<file path="src/rtl/counter_cmd_arbiter.sv">
// Round-robin arbiter and command sequencer for a shared up/down/load counter.
// Each granted command drives ld/en/updn for an exact number of cycles, then reports the result.
module counter_cmd_arbiter #(
  parameter int WIDTH = 4,
  parameter int RPT_W = 8
) (
  input  logic             clk,
  input  logic             rst,
  input  logic             req0_valid,
  output logic             req0_ready,
  input  logic [1:0]       req0_mode,
  input  logic [RPT_W-1:0] req0_rpt,
  input  logic [WIDTH-1:0] req0_data,
  input  logic             req1_valid,
  output logic             req1_ready,
  input  logic [1:0]       req1_mode,
  input  logic [RPT_W-1:0] req1_rpt,
  input  logic [WIDTH-1:0] req1_data,
  input  logic [WIDTH-1:0] cnt_q,
  output logic             ld,
  output logic             updn,
  output logic             en,
  output logic [WIDTH-1:0] data,
  output logic             busy,
  output logic             done,
  output logic             done_id,
  output logic [WIDTH-1:0] result
);

  typedef enum logic [1:0] {IDLE, LOAD, RUN, DONE} state_t;

  state_t           state_q, state_d;
  logic             last_grant_q, last_grant_d;
  logic             id_q, id_d;
  logic [1:0]       mode_q, mode_d;
  logic [RPT_W-1:0] remain_q, remain_d;
  logic [WIDTH-1:0] data_q, data_d;

  logic             grant;
  logic             xfer;
  logic [1:0]       sel_mode;
  logic [RPT_W-1:0] sel_rpt;
  logic [WIDTH-1:0] sel_data;

  // A lone requester always wins; on contention the one not served last time wins.
  always_comb begin
    grant = req1_valid;
    if (req0_valid && req1_valid) begin
      grant = ~last_grant_q;
    end
    req0_ready = (state_q == IDLE) && req0_valid && !grant;
    req1_ready = (state_q == IDLE) && req1_valid && grant;
    xfer       = req0_ready || req1_ready;
    sel_mode   = grant ? req1_mode : req0_mode;
    sel_rpt    = grant ? req1_rpt  : req0_rpt;
    sel_data   = grant ? req1_data : req0_data;
  end

  always_comb begin
    state_d      = state_q;
    last_grant_d = last_grant_q;
    id_d         = id_q;
    mode_d       = mode_q;
    remain_d     = remain_q;
    data_d       = data_q;
    case (state_q)
      IDLE: begin
        if (xfer) begin
          id_d         = grant;
          last_grant_d = grant;
          mode_d       = sel_mode;
          remain_d     = sel_rpt;
          data_d       = sel_data;
          if (sel_mode[1]) begin
            state_d = LOAD;
          end else if (sel_rpt != '0) begin
            state_d = RUN;
          end else begin
            state_d = DONE;
          end
        end
      end
      LOAD: state_d = (remain_q != '0) ? RUN : DONE;
      RUN: begin
        remain_d = remain_q - 1'b1;
        if (remain_q == RPT_W'(1)) begin
          state_d = DONE;
        end
      end
      DONE:    state_d = IDLE;
      default: state_d = IDLE;
    endcase
  end

  always_ff @(posedge clk or negedge rst) begin
    if (!rst) begin
      state_q      <= IDLE;
      last_grant_q <= 1'b1;
      id_q         <= 1'b0;
      mode_q       <= '0;
      remain_q     <= '0;
      data_q       <= '0;
    end else begin
      state_q      <= state_d;
      last_grant_q <= last_grant_d;
      id_q         <= id_d;
      mode_q       <= mode_d;
      remain_q     <= remain_d;
      data_q       <= data_d;
    end
  end

  // Counter pins are zero outside the state that owns them.
  always_comb begin
    ld      = 1'b0;
    updn    = 1'b0;
    en      = 1'b0;
    data    = '0;
    done    = 1'b0;
    done_id = 1'b0;
    result  = '0;
    busy    = (state_q != IDLE);
    case (state_q)
      LOAD: begin
        ld   = 1'b1;
        data = data_q;
      end
      RUN: begin
        en   = 1'b1;
        updn = ~mode_q[0];
      end
      DONE: begin
        done    = 1'b1;
        done_id = id_q;
        result  = cnt_q;
      end
      default: ;
    endcase
  end

endmodule

</file>
<file path="config.mk">
export PLATFORM = sky130hd
export DESIGN_NAME = counter_cmd_arbiter
export DESIGN_NICKNAME = d
export VERILOG_FILES = /design/src/rtl/counter_cmd_arbiter.sv
export SDC_FILE = /design/constraint.sdc
export NUM_CORES = 1
export LEC_CHECK = 0
export ABC_AREA = 1
export BUFFER_PORTS_ARGS = -buffer_cell sky130_fd_sc_hd__buf_2
export CAP_MARGIN = 5
export CORE_ASPECT_RATIO = 0.8
export CORE_MARGIN = 2
export CORE_UTILIZATION = 40
export CTS_CLUSTER_DIAMETER = 30
export DETAILED_ROUTE_END_ITERATION = 12
export PLACE_DENSITY_LB_ADDON = 0.12
export SLEW_MARGIN = 15
export SYNTH_ARGS = -nofsm -noshare
export SYNTH_HDL_FRONTEND = slang
export SYNTH_SLANG_ARGS = --single-unit
</file>
<file path="constraint.sdc">
create_clock -name clk -period 1.35 [get_ports clk]
set_input_delay 0.0675 -clock clk [delete_from_list [all_inputs] [get_ports clk]]
set_output_delay 0.0675 -clock clk [all_outputs]
set_load 0.01 [all_outputs]
</file>
After elaboration in Yosys (flattened, before gate mapping) --
Index checks and enable logic that the tools add are counted. W data, S select, Z words.
Cells by class: $add $sub $neg 1, eq/ne operators 6, muxes and demuxes 19, bitwise operators 2, reductions and logical operators 15
Operators with widths (number):
- $mux W8 | 2
- $pmux W8 S2 | 1
- $reduce_bool A8 Y1 | 2
- $mux W4 | 3
- $eq A8 B1 Y1 const B | 1
- $mux W1 | 8
- $mux W2 | 4
- $pmux W2 S4 | 1
- $sub A8 B1 Y8 const B | 1
- $reduce_and A2 Y1 | 3
- $logic_and A1 B1 Y1 | 5
- $eq A2 B2 Y1 const B | 2
- $ne A2 B2 Y1 const B | 2
- $reduce_bool A2 Y1 | 2
- $eq A2 B1 Y1 const B | 1
- $logic_not A2 Y1 | 1
- $not A1 Y1 | 2
- $logic_not A1 Y1 | 1
- $logic_or A1 B1 Y1 | 1
Word-level totals: flip-flop bits (word level) 17, input bits 36, output and inout bits 16

Depth between registers and ports, before layout --
depth in word-level cells 8, gate-level depth with buffers 11, gate-level depth less buffers 10

Worst setup path before layout --
Ideal clock, no wire load.
path kind register to register, start point register state_q[0], end point register remain_q[0], data arrival time 1403 ps, required time 1220 ps, slack -184 ps, cell stages (with the launch flop) 8, buffers on the path 1, period minus slack after synthesis 1534 ps, cell sequence dfrtp_1 inv_1 ha_1 buf_2 o21ai_2 inv_2 o211ai_1 o21ai_0
On the way: word-level cells in the longest chain between the ends 6
RTL lines:
- from (decl) | line 32 | state_t state_q, state_d;
- from (signal assigned) | line 104 | state_q <= state_d;
- $logic_not A2 Y1 | line 51, 52, 66
- $logic_and A1 B1 Y1 (on tied branches) (2 in a row) | line 51, 52
- $logic_or A1 B1 Y1 | line 53 | xfer = req0_ready || req1_ready;
- $ne A2 B2 Y1 (no source line)
- $reduce_and A2 Y1 (no source line)
- to (signal assigned) | line 108 | remain_q <= remain_d;
- to (decl) | line 36 | logic [RPT_W-1:0] remain_q, remain_d;
Several ways; a longest one is shown, not always the timed one. A chain may end at the register's enable or synchronous reset.

Worst setup path after layout --
start point register last_grant_q, end point output req1_ready
On the way: word-level cells in the longest chain between the ends 3
RTL lines:
- from (decl) | line 33 | logic last_grant_q, last_grant_d;
- from (signal assigned) | line 105 | last_grant_q <= last_grant_d;
- $not A1 Y1 | line 49 | grant = ~last_grant_q;
- $mux W1 | line 48 | if (req0_valid && req1_valid) begin
- $logic_and A1 B1 Y1 | line 52 | req1_ready = (state_q == IDLE) && req1_valid && grant;
- to (decl) | line 15 | output logic req1_ready,
No other way between the ends.

==> run_results.csv <==
group,metric,value,unit
cts,cts-root-buf,"clkbuf_8",
floorplan,rows,19,
final_layout,fin_util,65.0,%
worst_hold_path,min-delay-start,"req1_data[1]",
setup_path,crit_required,1.28,ns
run,maxCapViolCount,0,
final_layout,final_cell_mix,"nand2_1, buf_2, inv_1",
yosys,ys_types,27,
final_layout,final_area,2200,um2
setup_path,crit_fanout,8,
cts,clock_sinks,17,
yosys,postSynthCellCount,208,
power_and_ir_drop,p_comb_share,70.8,%
worst_hold_path,hold_class,"input port to register",
cts,clock_path_buffers,2,
global_routing,grt_usage,20.3,%
placed_design,place_hpwl,2790,um
yosys,ys_seq_area_share,30.6,%
detailed_routing,wl,3820,um
setup_path,path_class,"register to output pin",
cts,clock_latency,0.25,ns
floorplan,initial_core_util,41.3,%
run_status,violations,"negative setup slack",
yosys,yosys_warnings,0,
detailed_routing,via_per_inst,4.75,
power_and_ir_drop,netSwitchingPower,0.00209,W
sta,timing.slew.headroom,72.3,%
placed_design,placed_cell_area,1840,um2
detailed_routing,drt_iter0_drc,66,
setup_path,cp-end-kind,"output pin",
floorplan,chipHeight,56.8,um
yosys,ys_top_cells_by_area,"dfrtp_1, nand2_1, inv_1",
yosys,synth.avg_cell_area,6.70,um2
yosys,yosysTopAreaCell,"dfrtp_1",
global_routing,antenna_found_initial,0,
setup_path,crit_path_start_kind,"register",
setup_path,reg2regPathDepth,11,
power_and_ir_drop,p_sw_share,44.6,%
sta,period_minus_slack,1.43,ns
yosys,synthArstFlopShare,100,%
sta,worst_slack,-0.0809,ns
placed_design,port_buffers,51,
cts,h-tree-depth,1,
floorplan,core,3380,um2
placed_design,pre_cts_ws,0.00378,ns
floorplan,num_io_pins,52,
sta,drv_slew,0,
power_and_ir_drop,power_frac_clock,8.2,%
sta,worst_slew_pin_slew,0.415,ns
detailed_routing,firstDrtPassIters,4,
global_routing,grt_overflow,0,
run_status,status,"finished, violations left",
power_and_ir_drop,leakage,1.21,nW
final_layout,syn_to_final_growth,57.5,%
global_routing,grt_pass1_wl,6430,um
yosys,syn_nets,252,
cts,path_clk_slew,0.07,ns
global_routing,grt_pass1_vias,1451,
detailed_routing,routedWlPerCell,11.5,um
power_and_ir_drop,cellPowerDensity,2130,nW/um2
power_and_ir_drop,seq_power_share,21.0,%
final_layout,final_layout_size_suffix_gt1_share,43.4,%
yosys,ys.flop_type,"dfrtp_1",
final_layout,final_common_cell,"nand2_1",
cts,cts_buffers,3,
sta,tns,-0.412,ns
yosys,ys_ff_latch,17,
sta,timing.fmax,699,MHz
setup_path,rr_endpoint,"state_q[0]$_DFFE_PN0P_",
setup_path,reg2reg_from,"last_grant_q$_DFFE_PN1P_",
yosys,synth_edf_count,0,
power_and_ir_drop,peakVddDrop,1.27,mV
worst_hold_path,whs_path_depth,3,
detailed_routing,vias,1576,
final_layout,fin_nets,335,
placed_design,gp_congestion,0.823,
final_layout,diodes,0,
setup_path,arrival,1.36,ns
cts,cts_tree,"built",
global_routing,grt_max_degree,18,
sta,rsz0062_at_grt,"yes",
setup_path,r2r_slack,-0.06,ns
detailed_routing,route.detailed.drc,0,
yosys,synth_top_area_share,28.7,%
worst_hold_path,min_to,"data_q[1]$_DFFE_PN0P_",
sta,finalSetupViolations,13,
detailed_routing,antenna_left,0,
floorplan,die_w,70,um
sta,finalHoldViolations,0,
yosys,syn_area,1390,um2
power_and_ir_drop,intPower,0.00260,W
sta,timing.final.crit_share,106,%
floorplan,dieArea,3980,um2
sta,finClkSkew,0.00206,ns
==> critical path, stage by stage (launching register included) <==
cell	delay [ns]
dfstp_2	0.56
nand2_4	0.07
nand2_8	0.09
buf_12	0.13
buf_12	0.11
nor2_4	0.03
buf_6	0.11
==> sequential cells by signal (all words and copies together), names as in the netlist <==
register	count
remain_q	8
data_q	4
state_q	2
id_q	1
last_grant_q	1
mode_q	1
==> metrics by stage <==
step                      power (W)  hold WS, ns  cells
after floorplan             0.00257       -0.228    208
after global placement      0.00342       0.0250    315
after detailed placement    0.00343       0.0261    315
after CTS                   0.00423       0.0530    332
after global routing        0.00511       0.0672    332
final                       0.00469       0.0566    332
==> cells in the mapped netlist (2+ instances only) <==
master / instances
nand2_1: 68
inv_1: 35
nor2_1: 19
dfrtp_1: 16
o21ai_0: 10
ha_1: 8
nand3_1: 7
nand3b_1: 7
a21oi_1: 6
a31oi_1: 6
nand2_2: 6
buf_2: 2
inv_2: 2
nand2_4: 2
o211ai_1: 2
==> final cells by class <==
class                      count  area (um2)
clock buffer                   4        45.0
fill                         302        1180
inverter                      37         154
multi-input combinational    149         913
sequential                    17         427
tap                           42        52.6
timing repair buffer          82         598
timing repair inverter         1        6.26
==> how the worst max path moves through the flow <==
stage          slack [ns]                startpoint  depth (start not counted)                      end
2_1_floorplan       -0.01    state_q[0]$_DFFE_PN0P_                          7  remain_q[0]$_DFFE_PN0P_
3_3_place_gp         0.02  last_grant_q$_DFFE_PN1P_                         10   state_q[0]$_DFFE_PN0P_
3_5_place_dp        0.004  last_grant_q$_DFFE_PN1P_                          9   state_q[0]$_DFFE_PN0P_
4_1_cts             -0.08  last_grant_q$_DFFE_PN1P_                          6               req0_ready
5_1_grt             -0.15  last_grant_q$_DFFE_PN1P_                         11   state_q[0]$_DFFE_PN0P_
6_report            -0.08  last_grant_q$_DFFE_PN1P_                          6               req1_ready
==> cells by family (layout without fill, tap and decap cells) <==
group | after synthesis | after routing | share of synthesized area (%)
AOI/OAI and AO/OA | 27 | 27 | 11.1
xor gates and xnor gates | 1 | 1 | 0.628
adders and majority gates | 8 | 8 | 7.18
buffers and inverters | 42 | 124 | 13.5
DFF | 17 | 17 | 30.6
and+or+nand+nor | 113 | 113 | 37.0
==> what timing repair did <==
item / 4_1_cts / 5_1_grt
gates cloned: 1 / 0
hold endpoints to repair: 16 / 0
setup buffers: 11 / 1
gates resized for setup: 17 / 44
pin swaps: 3 / 18
endpoints found under the setup margin: 15 / 26
hold buffers: 1 / 0
==> power groups by stage <==
stage / sequential [W] / clock, W / combinational [W]
global route: 0.00102 / 0.000428 / 0.00366
floorplan: 0.000953 / 0 / 0.00161
global placement: 0.000952 / 0 / 0.00247
finish: 0.000983 / 0.000385 / 0.00332
CTS: 0.000956 / 0.000402 / 0.00287
detailed placement: 0.000962 / 0 / 0.00247
==> metal layers <==
metal	vias to the layer above	GRT usage [%]	part of all wire (%)
li1	813	-	-
met3	0	5.03	6.3
met5	-	0	0
met1	709	28.7	49
met4	0	3.30	0
met2	54	32.1	45
No activity file was read; power rests on OpenSTA's default activity.
